<file path="src/rtl/button_conditioner.sv">
`default_nettype none
// +----------------------------------------------------------------------+
// | Module      : button_conditioner                                     |
// | Description : Synchronises and debounces a raw push-button pin and   |
// |               produces a clean level, press/release/long-press       |
// |               strobes and a wrapping press counter.                  |
// | Revision    : 1.0 - initial release                                  |
// +----------------------------------------------------------------------+
module button_conditioner #(
   parameter int DEBOUNCE_CYCLES   = 120000,
   parameter int LONG_PRESS_CYCLES = 12000000,
   parameter int ACTIVE_LOW        = 0,
   parameter int COUNT_WIDTH       = 8
) (
   input  logic                   clock,
   input  logic                   reset,
   input  logic                   button_in,
   input  logic                   count_clear,
   output logic                   level,
   output logic                   pressed,
   output logic                   released,
   output logic                   long_press,
   output logic [COUNT_WIDTH-1:0] press_count
);

   localparam int MAX_CYCLES = (DEBOUNCE_CYCLES > LONG_PRESS_CYCLES) ?
                               DEBOUNCE_CYCLES : LONG_PRESS_CYCLES;
   localparam int CNT_WIDTH  = $clog2(MAX_CYCLES) + 1;

   localparam logic                 IDLE_LEVEL = (ACTIVE_LOW != 0);
   localparam logic [CNT_WIDTH-1:0] DEB_LAST   = CNT_WIDTH'(DEBOUNCE_CYCLES - 1);
   localparam logic [CNT_WIDTH-1:0] LONG_LAST  = CNT_WIDTH'(LONG_PRESS_CYCLES - 1);
   localparam logic [CNT_WIDTH-1:0] CNT_MAX    = {CNT_WIDTH{1'b1}};

   typedef enum logic [1:0] {
      ST_RELEASED     = 2'd0,
      ST_WAIT_PRESS   = 2'd1,
      ST_PRESSED      = 2'd2,
      ST_WAIT_RELEASE = 2'd3
   } state_t;

   logic                 sync0;
   logic                 sync1;
   logic                 s;
   state_t               state;
   state_t               state_nxt;
   logic [CNT_WIDTH-1:0] counter;
   logic [CNT_WIDTH-1:0] counter_nxt;
   logic                 long_fired;
   logic                 long_fired_nxt;
   logic                 level_nxt;
   logic                 pressed_nxt;
   logic                 released_nxt;
   logic                 long_press_nxt;

   // Two-flop synchroniser; resets to the idle pin level so reset never looks like a press
   always_ff @(posedge clock or posedge reset) begin
      if (reset) begin
         sync0 <= IDLE_LEVEL;
         sync1 <= IDLE_LEVEL;
      end else begin
         sync0 <= button_in;
         sync1 <= sync0;
      end
   end

   // Normalised pressed indication: 1 means the button is down regardless of pin polarity
   assign s = sync1 ^ IDLE_LEVEL;

   // State, timer and registered outputs
   always_ff @(posedge clock or posedge reset) begin
      if (reset) begin
         state      <= ST_RELEASED;
         counter    <= '0;
         long_fired <= 1'b0;
         level      <= 1'b0;
         pressed    <= 1'b0;
         released   <= 1'b0;
         long_press <= 1'b0;
      end else begin
         state      <= state_nxt;
         counter    <= counter_nxt;
         long_fired <= long_fired_nxt;
         level      <= level_nxt;
         pressed    <= pressed_nxt;
         released   <= released_nxt;
         long_press <= long_press_nxt;
      end
   end

   // Next-state and output decode; the timer restarts on every state change
   always_comb begin
      state_nxt      = state;
      counter_nxt    = (counter == CNT_MAX) ? counter : counter + 1'b1;
      long_fired_nxt = long_fired;
      level_nxt      = level;
      pressed_nxt    = 1'b0;
      released_nxt   = 1'b0;
      long_press_nxt = 1'b0;
      case (state)
         ST_RELEASED: begin
            counter_nxt = '0;
            if (s) begin
               state_nxt = ST_WAIT_PRESS;
            end
         end
         ST_WAIT_PRESS: begin
            if (!s) begin
               state_nxt   = ST_RELEASED;
               counter_nxt = '0;
            end else if (counter == DEB_LAST) begin
               state_nxt   = ST_PRESSED;
               counter_nxt = '0;
               level_nxt   = 1'b1;
               pressed_nxt = 1'b1;
            end
         end
         ST_PRESSED: begin
            if (!s) begin
               state_nxt   = ST_WAIT_RELEASE;
               counter_nxt = '0;
            end else if ((counter == LONG_LAST) && !long_fired) begin
               counter_nxt    = counter;
               long_press_nxt = 1'b1;
               long_fired_nxt = 1'b1;
            end
         end
         ST_WAIT_RELEASE: begin
            if (s) begin
               // Release bounce: back to held, long-press timer restarts but stays armed-off
               state_nxt   = ST_PRESSED;
               counter_nxt = '0;
            end else if (counter == DEB_LAST) begin
               state_nxt      = ST_RELEASED;
               counter_nxt    = '0;
               level_nxt      = 1'b0;
               released_nxt   = 1'b1;
               long_fired_nxt = 1'b0;
            end
         end
         default: begin
            state_nxt   = ST_RELEASED;
            counter_nxt = '0;
         end
      endcase
   end

   // Press counter; a clear coinciding with a press keeps that press
   always_ff @(posedge clock or posedge reset) begin
      if (reset) begin
         press_count <= '0;
      end else if (count_clear) begin
         press_count <= pressed_nxt ? COUNT_WIDTH'(1) : '0;
      end else if (pressed_nxt) begin
         press_count <= press_count + 1'b1;
      end
   end

endmodule
`default_nettype wire

</file>
<file path="config.mk">
export PLATFORM = sky130hd
export DESIGN_NAME = button_conditioner
export DESIGN_NICKNAME = d
export VERILOG_FILES = /design/src/rtl/button_conditioner.sv
export SDC_FILE = /design/constraint.sdc
export NUM_CORES = 1
export LEC_CHECK = 0
export ABC_AREA = 1
export CORE_ASPECT_RATIO = 1.25
export CORE_MARGIN = 2
export CORE_UTILIZATION = 55
export DETAILED_ROUTE_END_ITERATION = 8
export PLACE_DENSITY = 0.74
export SLEW_MARGIN = 5
export SYNTH_ARGS = -nofsm -noshare
export SYNTH_HDL_FRONTEND = slang
export SYNTH_SLANG_ARGS = --single-unit
</file>
<file path="constraint.sdc">
create_clock -name clock -period 1.9 [get_ports clock]
set_input_delay 0.38 -clock clock [delete_from_list [all_inputs] [get_ports clock]]
set_output_delay 0.38 -clock clock [all_outputs]
set_load 0.005 [all_outputs]
</file>
==> summary.md, run 1 <==
| Metric | Value |
|---|---|
| Wire length per cell after detailed routing | `13.94 µm` |
| Highest clock rate | `roughly 570 MHz` |
| Unrepaired setup endpoints after global routing | `false` |
| Worst Path Required | `2.13 ns` |
| Final critical-path share of the clock period | `92.34%` |
| CTS Root Cell | `sky130_fd_sc_hd__clkbuf_8` |
| Global-route wire length before repair | `11,980 µm` |
| Met1 Wirelength | `3001 µm` |
| Result of the run | `finished clean` |
| Floorplan die height | `84.52 µm` |
| Boundary pin count | `16` |
| Start point of the worst min-delay path | `sync0` |
| Part of the power in the clock network | `32.6%` |
| Sequential Power Share | `45.9%` |
| Largest net degree at the start of global routing | `43` |
| Row cnt | `29` |
| Count of nets after finishing | `455` |
| Max rail drop VDD | `0.0008310 V` |
| Startpoint-to-endpoint class of the critical path | `reg -> reg` |
| All-layer global routing usage | `27.10%` |
| Number of instances in the synthesized netlist | `around 420` |
| Number of antenna violations at the first check in global routing | `0` |
| Via density | `roughly 5.4` |
| Congestion Overflow GR | `0` |
| Power per Cell Area | `approximately 660 nW/µm²` |
| Static Leakage | `around 1.6 nW` |
| Ant diodes | `0` |
| Slew at the pin closest to its max-slew limit | `between 0.3 and 0.4 ns` |
| Switch Pwr | `approximately 700 µW` |
| Flops & latches, synth | `42` |
| Die footprint | `5782 µm²` |
| Yosys warning total | `0` |
| Clock Skews | `roughly 0.0054 ns` |
| Hold WS | `between 0.3 and 0.4 ns` |
| CTS Buf Count | `5` |
| Most frequent standard cell in the layout excluding fill and tap cells | `sky130_fd_sc_hd__nand2_1` |
| Clock slew seen by the registers of the worst setup and hold paths | `approximately 0.080 ns` |
| Clock Sink Count | `42` |
| Later-pin clock latency in the skew report | `0.30 ns` |
| H-tree lvl count | `2` |
| Highest metal used | `met4` |
| IO Port Bufs | `15` |
| Hold-fix buffers, CTS | `0` |
| Pre-antenna DRT Iters | `5` |
| Gate power share | `21.5%` |
| Wire length on met3 | `270 µm` |
| Hold path cells | `0` |
| Die X | `68.42 µm` |
| Total wirelength of the detailed-routed design | `7139 µm` |
| Worst Path Max Fanout | `6` |
| Mean instance size in the synthesized netlist | `6.776 µm²` |
| Final Wtd Congestion | `about 0.86` |
| Register area share after synthesis | `36.84%` |
| Floorplan core area | `5044 µm²` |
| Crit end category | `register` |
| Synth Cell Area | `2853 µm²` |
| Final setup violating endpoints | `0` |
| Final Hold Vio Count | `0` |
| Final ANT Viol Nets | `0` |
| Starting utilization of the core area | `56.56%` |
| Overall via count from detail_route | `2,768` |
| Count of pins over their slew limit | `0` |
| Via count of the first global-routing pass | `2,624` |
| Sum of met2 wire segment lengths after detailed routing | `approximately 3600 µm` |
| TritonCTS clock tree | `done` |
| DRC | `0` |
| Leading cell types in the layout, fill and taps excluded | `sky130_fd_sc_hd__nand2_1 (94), sky130_fd_sc_hd__nor2_1 (84), sky130_fd_sc_hd__inv_1 (55)` |
| Arr. time, crit path | `1.99 ns` |
| Iteration-0 DRC count of the detailed router | `218` |
| Number of distinct standard cells referenced by the synthesized netlist | `32` |
| Worst Hold End | `s` |
| Final min period | `1.755 ns` |
| Growth of design area from synthesis to finish | `14.69%` |
| Syn Nets | `between 400 and 500` |
| First element of the critical path | `counter[0]` |
| Setup crit start kind | `register` |
| Switching Share | `32.45%` |
| Kind of path behind the tightest hold check | `reg -> reg` |
| Final cell count without fillers | `512` |
| Ratio of cells with drive above 1 in the final layout | `13.78%` |
| Post-detailed-placement half-perimeter wirelength | `5277 µm` |
| Internal power summed over all cells | `1.463 mW` |
| Reg2Reg Setup Slack | `0.15 ns` |
| FF-to-FF path depth | `10` |
| Number of buffers on the longest clock path | `2` |
| Reg-to-reg endpoint | `counter[11]` |
| Tightest slew margin relative to the limit | `roughly three quarters` |
| Max-capacitance violation count | `0` |
| Reg2Reg Launch Point | `counter[0]` |
| Aggregate negative setup slack | `0 ns` |
| Inst Count DP | `502` |
==> synthesized netlist by cell type (all sizes together) <==
cell type	number	share of area (%)
nand3	36	7.3
nand4	25	5.5
dfrtp	42	37
nand3b	1	0.26
buf	7	1.9
inv	59	7.8
a31oi	1	0.22
o21ai	10	2.0
nor3	11	1.9
ha	2	0.88
o22ai	1	0.22
xnor2	2	0.61
nand2	108	16
o21bai	1	0.26
a21oi	10	2.0
or2	1	0.22
clkbuf	2	0.31
xor2	6	1.8
nor2	96	14
==> through the flow <==
stage	area (µm²)	worst slack (ns)	power, mW	util, %
floorplan	2853	0.2997	1.412	-
global placement	3128	0.1503	1.458	62.02
detailed placement	3128	0.09388	1.473	62.02
CTS	3237	0.07933	2.176	64.18
global route	3272	0.007176	2.298	64.87
finish	3272	0.1455	2.165	64.87
==> what timing repair did <==
item / CTS / global route
buffers inserted: 0 / 1
hold endpoints to repair: 0 / 0
setup endpoints to repair: 0 / 25
resized for setup: 0 / 5
==> worst max-delay path, cell delays in order (launching register included) <==
cell                      delay, ns
sky130_fd_sc_hd__dfrtp_1       0.39
sky130_fd_sc_hd__ha_2          0.21
sky130_fd_sc_hd__nand2_2       0.06
sky130_fd_sc_hd__nor2_2        0.12
sky130_fd_sc_hd__nand2_2       0.13
sky130_fd_sc_hd__nor2_8        0.18
sky130_fd_sc_hd__nand3_4       0.17
sky130_fd_sc_hd__buf_4         0.20
sky130_fd_sc_hd__nand2_1       0.06
sky130_fd_sc_hd__inv_1         0.05
sky130_fd_sc_hd__a21oi_2       0.10
==> cell families (layout without fill, tap and decap cells) <==
family	after synthesis	count (layout)	synth area share [%]
compound gates	23	23	4.738
fa+ha+maj	2	2	0.8771
buf+inv	68	96	9.956
flops	42	42	36.84
xor+xnor	8	8	2.456
simple gates	278	279	45.13
==> cell type report <==
class / count / area (µm²)
fill: 477 / 1772
multi-input combinational: 312 / 1545
sequential: 42 / 1051
timing repair buffer: 29 / 267.8
inverter: 59 / 221.5
tap: 62 / 77.57
clock buffer: 5 / 68.82
clock inverter: 3 / 40.04
==> sequential cells by signal (all words and copies together), names as in the netlist, named ones only <==
signal and flops:
level 1, pressed 1, sync0 1, counter 25
press_count 8, released 1, long_fired 1, long_press 1
state 1, s 1
==> routing by layer <==
| layer | track usage [%] | up-vias |
|---|---|---|
| met5 | 0 | - |
| met3 | 4.826 | 22 |
| met4 | 10.55 | 0 |
| met2 | 45.37 | 86 |
| li1 | - | 1388 |
| met1 | 33.74 | 1272 |
==> power by group through the flow <==
stage | Sequential (mW) | Clock (mW) | Combinational, mW
2_1_floorplan | 0.983 | 0 | 0.429
3_3_place_gp | 1.01 | 0 | 0.447
3_5_place_dp | 1.01 | 0 | 0.461
4_1_cts | 0.994 | 0.721 | 0.461
5_1_grt | 1.00 | 0.760 | 0.534
6_report | 0.994 | 0.705 | 0.467
==> how the worst max path moves through the flow <==
stage,to,depth (start not counted)
after detailed placement,counter[18],10
final,counter[11],10
after CTS,counter[18],10
after global placement,counter[1],10
after global routing,counter[11],10
after floorplan,counter[0],9
(Power assumes the default switching activity.)
==> inputs of run 2 (changes only) <==
Settings changed: SETUP_SLACK_MARGIN set to 0.5.
==> run 2 against run 1 <==
Net effect:
- total power up 7.4%
- die area unchanged
- design area up 21%
- critical path type unchanged
- critical endpoint is now press_count[6]
- largest cell class unchanged
- highest routed layer unchanged
==> summary.md, run 2 (synthesized netlist as in run 1, its figures left out) <==
| Metric | Value |
|---|---|
| Setup crit start kind | `register` |
| CTS Root Cell | `sky130_fd_sc_hd__clkbuf_8` |
| Slew at the pin closest to its max-slew limit | `0.3891 ns (+0.005412 ns)` |
| H-tree lvl count | `2 (unchanged)` |
| Largest net degree at the start of global routing | `43 (unchanged)` |
| Final min period | `1.755 ns (+0.0002060 ns)` |
| Power per Cell Area | `585.4 nW/µm² (-12%)` |
| Crit end category | `register` |
| CP max stage cell | `sky130_fd_sc_hd__dfrtp_1` |
| Die footprint | `5782 µm² (unchanged)` |
| Pre-antenna DRT Iters | `5 (unchanged)` |
| Aggregate negative setup slack | `0 ns (unchanged)` |
| Number of buffers on the longest clock path | `2 (unchanged)` |
| Boundary pin count | `16 (unchanged)` |
| CP cell instances | `ha_4 > nand2_4 > nor2_4 > buf_4 > nand2_2 > nor2_4 > nand4_1 > buf_6 > nand3_1 > nand2_1` |
| Layout Utilization | `78.76% (+14 points)` |
| Result of the run | `finished clean` |
| Clock slew seen by the registers of the worst setup and hold paths | `0.08 ns (about the same)` |
| Final setup violating endpoints | `0 (unchanged)` |
| DRC | `0 (unchanged)` |
| Power Total | `2.325 mW (+7.4%)` |
| Die X | `68.42 µm (unchanged)` |
| CTS Buf Count | `5 (unchanged)` |
| Floorplan core area | `5044 µm² (unchanged)` |
| Overall via count from detail_route | `3,329 (+20%)` |
| Wire length per cell after detailed routing | `17.08 µm (+23%)` |
| Most used cell, CP | `sky130_fd_sc_hd__nor2_4` |
| Layout fillers | `327 (-31%)` |
| Hold-fix buffers, CTS | `0 (unchanged)` |
| Floorplan die height | `84.52 µm (unchanged)` |
| IO Port Bufs | `15 (unchanged)` |
| Startpoint-to-endpoint class of the critical path | `reg -> reg` |
| Ant diodes | `0 (unchanged)` |
| Later-pin clock latency in the skew report | `0.30 ns (about the same)` |
| TritonCTS clock tree | `done` |
| Kind of path behind the tightest hold check | `reg -> reg` |
| Clock Skews | `0.01129 ns (+0.005914 ns)` |
| Kind of cell adding the most delay to the critical path | `simple AND/OR/NAND/NOR gates` |
| Registers with the most flip-flops | `counter: 25 flops, press_count: 8 flops` |
| Flip-flop count of the largest register after layout | `25 (unchanged)` |
| Row cnt | `29 (unchanged)` |
| Most flops, register | `counter` |
| Count of nets after finishing | `503 (+11%)` |
| Static Leakage | `1.945 nW (+25%)` |
| Via count of the first global-routing pass | `3,075 (+17%)` |
| Clock Sink Count | `42 (unchanged)` |
| Total wirelength of the detailed-routed design | `9567 µm (+34%)` |
| Ratio of cells with drive above 1 in the final layout | `36.55% (+23 points)` |
| Starting utilization of the core area | `56.56% (unchanged)` |
| Worst Path Max Fanout | `6 (unchanged)` |
| Most frequent standard cell in the layout excluding fill and tap cells | `sky130_fd_sc_hd__nand2_1` |
| Tightest slew margin relative to the limit | `74.03% (-0.29 points)` |
| Final critical-path share of the clock period | `92.35% (about the same)` |
| Congestion Overflow GR | `0 (unchanged)` |
| Count of pins over their slew limit | `0 (unchanged)` |
| Global-route wire length before repair | `13,990 µm (+17%)` |
| Max-capacitance violation count | `0 (unchanged)` |
| Highest clock rate | `569.9 MHz (about the same)` |
| Unrepaired setup endpoints after global routing | `true` |
| Max rail drop VDD | `0.0007981 V (-4.0%)` |
| Final Hold Vio Count | `0 (unchanged)` |
| Largest stage delay on the critical path | `0.44 ns (+0.05 ns)` |
| Number of antenna violations at the first check in global routing | `0 (unchanged)` |
| Inst Count DP | `499 (-0.60%)` |
| Final cell count without fillers | `560 (+9.4%)` |
| Leading cell types in the layout, fill and taps excluded | `sky130_fd_sc_hd__nand2_1 (77), sky130_fd_sc_hd__nor2_1 (66), sky130_fd_sc_hd__buf_4 (51)` |
| Final Wtd Congestion | `0.9560 (+11%)` |
| Worst Path Required | `2.09 ns (-0.04 ns)` |
| Iteration-0 DRC count of the detailed router | `334 (+53%)` |
| Growth of design area from synthesis to finish | `39.25%` |
| Arr. time, crit path | `1.95 ns (-0.04 ns)` |
| Post-detailed-placement half-perimeter wirelength | `5462 µm (+3.5%)` |
| Via density | `5.945 (+10%)` |
| Final ANT Viol Nets | `0 (unchanged)` |
| All-layer global routing usage | `31.94% (+4.8 points)` |
| Buf/Inv on CP | `2 (unchanged)` |
-- run 2: changes by cell type in the layout (fill, tap and decap cells not counted), moves of 9 or more --
cell | previous run | this run
sky130_fd_sc_hd__inv_1 | 55 | 45
sky130_fd_sc_hd__dlygate4sd2_1 | 0 | 12
sky130_fd_sc_hd__nor2_4 | 2 | 12
sky130_fd_sc_hd__buf_4 | 13 | 51
sky130_fd_sc_hd__dfrtp_1 | 42 | 27
sky130_fd_sc_hd__clkdlybuf4s50_1 | 15 | 3
sky130_fd_sc_hd__nor2_1 | 84 | 66
sky130_fd_sc_hd__inv_2 | 3 | 12
sky130_fd_sc_hd__nand2_4 | 3 | 12
sky130_fd_sc_hd__nand3_1 | 32 | 22
sky130_fd_sc_hd__nand2_1 | 94 | 77
sky130_fd_sc_hd__dfrtp_2 | 0 | 15
-- run 2: metrics by stage --
stage               area (µm²)  hold WS [ns]  setup slack [ns]
CTS                       3646        0.3596            0.2247
detailed placement        3141        0.3395            0.1055
floorplan                 2875        0.3312            0.3583
global route              3973        0.3609           0.05509
finish                    3973        0.3542            0.1453
global placement          3141        0.3366            0.1808
-- run 2: worst paths after layout --
kind	slack, ns	startpoint	endpoint	cells past startpoint
worst min register to register	0.35	sync0	s	0
max in group asynchronous	1.26	reset	press_count[2]	3
min in group asynchronous	0.41	reset	counter[5]	3
worst max-delay path	0.15	counter[0]	press_count[6]	10
worst max register to register	0.15	counter[0]	press_count[6]	10
worst min-delay path	0.35	sync0	s	0
-- run 2: where the power goes --
part / internal, mW / switching (mW)
Clock: 0.294 / 0.323
Sequential: 0.939 / 0.0712
Combinational: 0.268 / 0.431
Total: 1.50 / 0.825
-- run 2: layout make-up --
type	instances	area [µm²]	share of cell area [%]
repair buffers	77	668.1	16.82
multi-input cells	312	1839	46.30
flip-flops and latches	42	1070	26.93
clock inverters	1	5.005	0.1260
inverters	59	226.5	5.701
clock buffers	7	86.33	2.173
well taps	62	77.57	1.953
-- run 2: timing repair --
action / in CTS / in global routing
gates cloned: 1 / 0
gates resized for setup: 64 / 55
endpoints found under the setup margin: 51 / 40
pin swaps: 23 / 33
setup buffers: 30 / 22
-- run 2: layer usage --
metal	part of all wire [%]	track usage [%]	up-vias
met5	0	0	-
met4	6.3	16.73	0
met3	7.9	7.507	67
met2	50	52.10	216
met1	36	37.90	1560
li1	-	-	1486
==> inputs of run 3 (changes only) <==
==> constraint.sdc (replaced) <==
create_clock -name clock -period 1.9 [get_ports clock]
set_input_delay 0.285 -clock clock [delete_from_list [all_inputs] [get_ports clock]]
set_output_delay 0.285 -clock clock [all_outputs]
set_load 0.005 [all_outputs]
==> run 3 against run 2 <==
Net effect:
- first-iteration DRC count increased by 31%
- largest cell class unchanged
- register-to-register slack better by 0.03 ns
- worst setup slack better by 0.027 ns
- largest power group is now combinational logic
- sequential cell count is the same
- critical path depth is 1 lower
- sequential share of layout area down 0.29 points
- global-route usage grew 3.0 points
- sequential power about the same
==> summary.md, run 3 (synthesized netlist as in run 1, its figures left out) <==
| Metric | Value |
|---|---|
| Reg2Reg Launch Point | `counter[19]` |
| Static Leakage | `1.952 nW (+0.36%)` |
| H-tree lvl count | `2 (unchanged)` |
| Floorplan core area | `5044 µm² (unchanged)` |
| Unrepaired setup endpoints after global routing | `true` |
| CP max stage cell | `sky130_fd_sc_hd__dfrtp_2` |
| Hold WS | `0.2902 ns (-0.06406 ns)` |
| Number of buffers on the longest clock path | `2 (unchanged)` |
| CP cell instances | `buf_4 > nand2_1 > nor2_4 > nand2_2 > inv_2 > nand3_4 > nand2_4 > nor2_1 > nor3_1` |
| Clock Sink Count | `42 (unchanged)` |
| Power per Cell Area | `693.1 nW/µm² (+18%)` |
| Most frequent standard cell in the layout excluding fill and tap cells | `sky130_fd_sc_hd__nand2_1` |
| Via density | `5.894 (-0.86%)` |
| Kind of path behind the tightest hold check | `in -> async` |
| Largest net degree at the start of global routing | `19 (-56%)` |
| Iteration-0 DRC count of the detailed router | `438 (+31%)` |
| Number of antenna violations at the first check in global routing | `0 (unchanged)` |
| Congestion Overflow GR | `0 (unchanged)` |
| Final ANT Viol Nets | `0 (unchanged)` |
| Count of nets after finishing | `498 (-0.99%)` |
| TritonCTS clock tree | `done` |
| Starting utilization of the core area | `56.56% (unchanged)` |
| Wire length per cell after detailed routing | `17.83 µm (+4.3%)` |
| Aggregate negative setup slack | `0 ns (unchanged)` |
| Via count of the first global-routing pass | `3,321 (+8.0%)` |
| Slew at the pin closest to its max-slew limit | `0.6646 ns (+0.2755 ns)` |
| Die footprint | `5782 µm² (unchanged)` |
| DRC | `0 (unchanged)` |
| IO Port Bufs | `15 (unchanged)` |
| Combined flip-flop and latch cell area | `1070 µm² (unchanged)` |
| Overall via count from detail_route | `3,271 (-1.7%)` |
| Row cnt | `29 (unchanged)` |
| First element of the critical path | `counter[19]` |
| Highest clock rate | `578.7 MHz (+1.6%)` |
| Total wirelength of the detailed-routed design | `9893 µm (+3.4%)` |
| Layout fillers | `326 (-0.31%)` |
| Ratio of cells with drive above 1 in the final layout | `33.27% (-3.3 points)` |
| Count of pins over their slew limit | `0 (unchanged)` |
| Pre-antenna DRT Iters | `5 (unchanged)` |
| Crit end category | `register` |
| Final Wtd Congestion | `0.9735 (+1.8%)` |
| Floorplan die height | `84.52 µm (unchanged)` |
| Arr. time, crit path | `1.94 ns (about the same)` |
| Post-detailed-placement half-perimeter wirelength | `5693 µm (+4.2%)` |
| CTS Buf Count | `5 (unchanged)` |
| Max-capacitance violation count | `0 (unchanged)` |
| Leading cell types in the layout, fill and taps excluded | `sky130_fd_sc_hd__nand2_1 (80), sky130_fd_sc_hd__nor2_1 (71), sky130_fd_sc_hd__inv_1 (48)` |
| Flip-flop count of the largest register after layout | `25 (unchanged)` |
| Largest stage delay on the critical path | `0.40 ns (-0.04 ns)` |
| Ant diodes | `0 (unchanged)` |
| Setup crit start kind | `register` |
| Worst Path Max Fanout | `8 (+2)` |
| Die X | `68.42 µm (unchanged)` |
| Global-route wire length before repair | `15,100 µm (+7.9%)` |
| Growth of design area from synthesis to finish | `40.75%` |
| Hold-fix buffers, CTS | `0 (unchanged)` |
| Later-pin clock latency in the skew report | `0.31 ns (about the same)` |
| Registers with the most flip-flops | `counter: 25 flops, press_count: 8 flops` |
| Boundary pin count | `16 (unchanged)` |
| Final Hold Vio Count | `0 (unchanged)` |
| Max rail drop VDD | `0.0007402 V (-7.3%)` |
| Reg2Reg Setup Slack | `0.17 ns (+0.03 ns)` |
| Worst Path Required | `2.12 ns (+0.03 ns)` |
| Tightest slew margin relative to the limit | `55.42% (-19 points)` |
| CTS Root Cell | `sky130_fd_sc_hd__clkbuf_8` |
| Result of the run | `finished clean` |
| Final min period | `1.728 ns (-0.02684 ns)` |
| Final setup violating endpoints | `0 (unchanged)` |
| Area of the multi-input gates | `1838 µm² (about the same)` |
| Most flops, register | `counter` |
| All-layer global routing usage | `34.94% (+3.0 points)` |
| Clock Skews | `0.007657 ns (-0.003633 ns)` |
| Final critical-path share of the clock period | `90.94% (-1.4 points)` |
| Startpoint-to-endpoint class of the critical path | `reg -> reg` |
| Clock slew seen by the registers of the worst setup and hold paths | `0.08 ns (about the same)` |
-- run 3: cell types whose count changed in the layout (fill, tap and decap cells not counted), sizes merged --
cell / delta
clkbuf: -1
bufinv: +1
clkinv: -1
buf: -5
clkinvlp: +1
-- run 3: area by class of cell --
| type | instances | share of cell area (%) |
|---|---|---|
| Sequential cell | 42 | 26.64 |
| Tap cell | 62 | 1.932 |
| Timing Repair Buffer | 72 | 17.33 |
| Multi-Input combinational cell | 312 | 45.78 |
| Inverter | 59 | 5.578 |
| Clock buffer | 6 | 1.807 |
| Clock inverter | 2 | 0.9349 |
-- run 3: routing by layer --
metal  share of wire, %  track usage (%)
met1                 35            39.95
met2                 50            55.94
met4                7.0            23.64
met5                  0                0
met3                7.1            8.177
-- run 3: path summary, 6_finish.rpt --
path                               to  cells after the start
min in group clock                  s                      0
max reg2reg                counter[9]                      9
max in group asynchronous  counter[9]                      3
min reg2reg                         s                      0
min                        counter[6]                      2
max                        counter[9]                      9
-- run 3: report_power, final --
group          switching (mW)  internal (mW)
clock network           0.332          0.392
registers              0.0738          0.939
logic                   0.550          0.496
total                   0.956           1.83
-- run 3: metrics by stage --
stage | utilization [%] | total power, mW | instance area, µm² | worst slack, ns | cells
3_5_place_dp | 62.17 | 1.548 | 3136 | 0.09620 | 500
5_1_grt | 79.61 | 2.908 | 4015 | 0.1095 | 555
4_1_cts | 75.61 | 2.671 | 3814 | 0.2680 | 548
3_3_place_gp | 62.17 | 1.532 | 3136 | 0.1854 | 500
2_1_floorplan | - | 1.412 | 2875 | 0.3583 | 421
6_report | 79.61 | 2.783 | 4015 | 0.1721 | 555
-- run 3: timing repair --
item,in CTS,in global routing
buffers inserted,36,7
setup endpoints to repair,51,40
gates cloned,4,0
pin swaps,22,15
gates resized for setup,78,42
-- run 3: worst max-delay path: cells and delay by family, from the launching register on --
kind	cells	cell delay (ns)
and+or+nand+nor	7	0.95
buffers and inverters	2	0.27
DFF	1	0.40
==> edit 1 (flow settings as in run 2) <==
Register the inputs `button_in` and `count_clear` before use. The logic sees them one clock later.
--- a/src/rtl/button_conditioner.sv
+++ b/src/rtl/button_conditioner.sv
@@ -39,6 +39,14 @@
       ST_WAIT_RELEASE = 2'd3
    } state_t;
 
+   logic button_q;
+   logic count_clear_q;
+
+   always_ff @(posedge clock) begin
+      button_q      <= button_in;
+      count_clear_q <= count_clear;
+   end
+
    logic                 sync0;
    logic                 sync1;
    logic                 s;
@@ -59,7 +67,7 @@
          sync0 <= IDLE_LEVEL;
          sync1 <= IDLE_LEVEL;
       end else begin
-         sync0 <= button_in;
+         sync0 <= button_q;
          sync1 <= sync0;
       end
    end
@@ -149,7 +157,7 @@
    always_ff @(posedge clock or posedge reset) begin
       if (reset) begin
          press_count <= '0;
-      end else if (count_clear) begin
+      end else if (count_clear_q) begin
          press_count <= pressed_nxt ? COUNT_WIDTH'(1) : '0;
       end else if (pressed_nxt) begin
          press_count <= press_count + 1'b1;
Function: no difference found for any inputs over 10 cycles, from zero or initial values and one cycle with reset high; that may be too few to reach the edited logic, so the function may still have changed.
==> edit 1 against run 2 <==
  * Synthesized area down 2.1%
  * Wire length down 12%
  * Design area down 3.7%
  * Final cell count down 3.2%
  * Synthesized cell count down 1.4%
  * Sequential share of layout area up 2.1 points
  * First-iteration DRC count down 26%
  * Die area down 2.0%
  * Sequential cell count up 2
  * Setup slack better by 14 ps
Power is not compared: it rests on default switching activity, and its combinational part moved more than twofold at a synthesized area within 25%.
==> edit 1: results (changes against run 2) <==
pwr:
  p_clk_frac: 0.493
  peakVddDrop_mv: 0.440
  p_leak_nw: 1.93
yosys:
  synth-seq-area-share: 0.391  # +0.0221
  synth.net_count: 421  # -1.4%
  ys_async_sr_fraction: 0.955  # -0.0455
  synth_area_leaders: "dfrtp_1 38%, nand2_1 15%, nor2_1 11%"
  synth_fa_ha_area_frac: 0.00896  # +0.000185
  synth_common_cells: "109 x nand2_1, 83 x nor2_1, 55 x inv_1"
  synthDistinctLibCells: 29  # -9.4%
  avgSynthCellArea_um2: 6.73  # -0.65%
  synth_compound_area_frac: 0.0206  # -0.0268
  synth_xor_area_frac: 0.0219  # -0.00262
run_status:
  status: "finished, final reports clean"
clock_network:
  h-tree-depth: 2  # unchanged
  path_clk_slew_ps: 100  # +20 ps
route:
  viasPerCell: 5.69  # -4.2%
  drt_iter0_markers: 246  # -26%
  firstDrtPassIters: 7  # +2
  wl_um: 8400  # -12%
timing:
  fin_skew_ps: 15.3  # +3.99 ps
  worst_pin_slew_ps: 413  # +24.3 ps
critical_path:
  critical_path.max_fanout: 15  # +9
grt:
  grt_pass1_vias: 2994  # -2.6%
  grtUsageTotal: 0.288  # -0.0315
  grt_pass1_wl_um: 12700  # -9.2%
place:
  gp_congestion: 0.883  # -7.6%
  hpwlAfterDp_um: 4780  # -13%
  pre_cts_slack_ps: 195  # +89.5 ps
layout:
  drive_gt1_frac: 0.281  # -0.0842
  final_nets: 485  # -3.6%
  top_regs: "counter: 25 flops, press_count: 8 flops"
  final_cells: 542  # -3.2%
edit 1: cell type report:
cell class,instances,area (um2)
Clock buffer,5,68.8
Clock inverter,3,90.1
Tap cell,62,77.6
Sequential cell,44,1110
Fill cell,340,1140
Multi-Input combinational cell,307,1660
Timing Repair Buffer,65,609
Inverter,56,213
edit 1: path summary, 6_finish.rpt:
path                                             start                       to  slack (ps)  depth (start not counted)
min in group asynchronous                        reset  counter[16]$_DFFE_PP0N_         400                          3
worst max register to register  counter[1]$_DFFE_PP0N_   counter[8]$_DFFE_PP0N_         160                         11
worst min-delay path                  button_q$_DFF_P_          sync0$_DFF_PP0_         340                          0
worst min register to register        button_q$_DFF_P_          sync0$_DFF_PP0_         340                          0
max in group asynchronous                        reset  counter[11]$_DFFE_PP0N_        1270                          3
worst max-delay path            counter[1]$_DFFE_PP0N_   counter[8]$_DFFE_PP0N_         160                         11
edit 1: per-layer routing:
metal / GRT usage / vias up / wire (um)
met5: 0 / - / 0
met4: 0.171 / 0 / 432
met3: 0.0567 / 47 / 591
met2: 0.488 / 170 / 4370
met1: 0.321 / 1430 / 3010
li1: - / 1439 / -
edit 1: stage by stage:
stage	cell area, um2	power (mW)
2_1_floorplan	2830	1.01
3_3_place_gp	3080	1.04
3_5_place_dp	3080	1.04
4_1_cts	3590	2.02
5_1_grt	3830	2.09
6_report	3830	2.02
edit 1: critical path: stages, from the launching register on:
cell and delay (ps):
dfrtp_1 430, ha_4 180, nand2_4 50, nor2_4 130, nand2_4 80, nor2_4 120, nand3_4 140, clkbuf_16 210
nand3_1 90, nand2_1 80, inv_1 70, nor2_1 40
edit 1: what timing repair did:
item / in CTS / in global routing
buffers inserted: 33 / 8
resized for setup: 54 / 36
pin swaps: 15 / 20
endpoints found under the setup margin: 51 / 40
gates cloned: 1 / 2
==> edit 2 (flow settings as in run 2) <==
Without the edit above. The parameter `LONG_PRESS_CYCLES` goes from 12000000 to 24000000.
--- a/src/rtl/button_conditioner.sv
+++ b/src/rtl/button_conditioner.sv
@@ -8,7 +8,7 @@
 // +----------------------------------------------------------------------+
 module button_conditioner #(
    parameter int DEBOUNCE_CYCLES   = 120000,
-   parameter int LONG_PRESS_CYCLES = 12000000,
+   parameter int LONG_PRESS_CYCLES = 24000000,
    parameter int ACTIVE_LOW        = 0,
    parameter int COUNT_WIDTH       = 8
 ) (
Check against the original RTL: same outputs for any inputs over 10 cycles, from zero or initial values and one cycle with reset high; that may be too few to reach the edited logic, so the function may still have changed.
==> edit 2 against run 2 <==
  * Sequential power about the same
  * Sequential cell count increased by 1
  * Clock skew fell by 1.9 ps
  * Synthesized cell count is 4.0% lower
  * Setup slack gained 73 ps
  * Design area is 7.4% lower
  * Sequential share of layout area increased by 2.8 points
  * Power grew 8.3%
  * Critical endpoint is now counter[13]$_DFFE_PP0N_
  * Count of clock-buffer cells in the layout decreased by 2
  * Wire length decreased by 12%
  * Critical path type unchanged
  * Combinational power is 6.0% higher
  * Hold slack better by 17 ps
  * Synthesized area is 1.8% lower
==> edit 2: results (changes against run 2) <==
layout:
  drive_gt1_frac: 0.253  # -0.113
  final_nets: 464  # -7.8%
  top_regs: "counter: 26 flops, press_count: 8 flops"
critical_path:
  critical_path.max_fanout: 5  # -1
  arrival_ps: 1890  # -60 ps
  max_stage_delay_ps: 420  # -20 ps
yosys:
  synth_xor_area_frac: 0.0407  # +0.0161
  synth_fa_ha_area_frac: 0.00894  # +0.000165
  synth_compound_area_frac: 0.0308  # -0.0165
  synthDistinctLibCells: 31  # -3.1%
  synth_common_cells: "125 x nand2_1, 62 x nor2_1, 59 x inv_1"
  synth.net_count: 410  # -4.0%
  synth_area_leaders: "dfrtp_1 38%, nand2_1 17%, nor2_1 8.3%"
  synth-seq-area-share: 0.384  # +0.0159
route:
  firstDrtPassIters: 7  # +2
  wl_um: 8450  # -12%
  via_count: 2919  # -12%
clock_network:
  path_clk_slew_ps: 100  # +20 ps
grt:
  grt_pass1_wl_um: 13100  # -6.4%
  grt_max_degree: 44  # +2.3%
  grt_util_met2: 0.495  # -0.0263
  gr-usage-met3: 0.0499  # -0.0251
  grtUsageTotal: 0.308  # -0.0110
timing:
  max_slew_margin: 0.751  # +0.0111
  fin_skew_ps: 9.37  # -1.92 ps
place:
  gp_congestion: 0.954  # -0.18%
  hpwlAfterDp_um: 5300  # -3.0%
run_status:
  status: "finished, final reports clean"
pwr:
  peakVddDrop_mv: 1.09  # +37%
  p_leak_nw: 1.89  # -2.9%
  power.share.switching: 0.336  # -0.0188
==> edit 2: cell count changes after synthesis, sizes merged, moves of 2 or more <==
cell / change
o31ai: +3
xor2: +4
o211ai: +2
o21ai: -5
nand4: -10
buf: -2
nand2: +23
clkinv: +2
nor2: -30
nand3: -3
nand3b: +3
nor3: +4
a21oi: -10
inv: +3
==> edit 2: layer usage <==
layer | part of all wire | wire length (um)
met3 | 0.057 | 484
met1 | 0.37 | 3170
met5 | 0 | 0
met4 | 0.069 | 583
met2 | 0.50 | 4220
==> edit 2: kinds of logic after synthesis <==
kind of cell,count (synthesis)
AND/OR/NAND/NOR,265
AO/OA/AOI/OAI,11
flip-flops,43
buffers and inverters,70
adder cells (fa/ha/maj),2
XOR/XNOR,13
==> edit 2: path summary, 6_finish.rpt <==
| check | cells past startpoint | start | end | slack [ps] |
|---|---|---|---|---|
| setup / recovery | 9 | counter[1]$_DFFE_PP0N_ | counter[13]$_DFFE_PP0N_ | 220 |
| hold / removal | 0 | sync0$_DFF_PP0_ | s$_DFF_PP0_ | 370 |
| setup reg to reg | 9 | counter[1]$_DFFE_PP0N_ | counter[13]$_DFFE_PP0N_ | 220 |
| hold reg to reg | 0 | sync0$_DFF_PP0_ | s$_DFF_PP0_ | 370 |
| max in group asynchronous | 3 | reset | counter[19]$_DFFE_PP0N_ | 1260 |
| min in group asynchronous | 3 | reset | counter[3]$_DFFE_PP0N_ | 410 |
==> edit 2: final cells by class <==
type	instances	area, um2
Clock buffer	5	68.8
Clock inverter	3	46.3
Fill cell	391	1330
Inverter	64	255
Multi-Input combinational cell	292	1660
Sequential cell	43	1090
Tap cell	62	77.6
Timing Repair Buffer	52	482
==> edit 2: power by group through the flow <==
| stage | registers [mW] | logic (mW) | clock network [mW] |
|---|---|---|---|
| global placement | 1.03 | 0.429 | 0 |
| floorplan | 1.02 | 0.329 | 0 |
| finish | 1.01 | 0.741 | 0.762 |
| detailed placement | 1.03 | 0.444 | 0 |
| CTS | 1.01 | 0.646 | 0.762 |
| global route | 1.02 | 0.782 | 0.806 |
==> edit 2: what timing repair did <==
action	4_1_cts	5_1_grt
buffers inserted	21	10
endpoints found under the setup margin	52	41
pin swaps	7	9
gates cloned	2	0
gates resized for setup	40	41
hold buffers	0	0
==> edit 2: per-stage QoR <==
step	std cells	setup WS (ps)	hold WS, ps	instance area, um2	total power, mW
3_5_place_dp	480	104	336	3060	1.48
5_1_grt	521	134	387	3680	2.61
4_1_cts	511	241	371	3470	2.42
3_3_place_gp	480	159	340	3060	1.46
2_1_floorplan	404	351	331	2820	1.35
6_report	521	218	371	3680	2.52
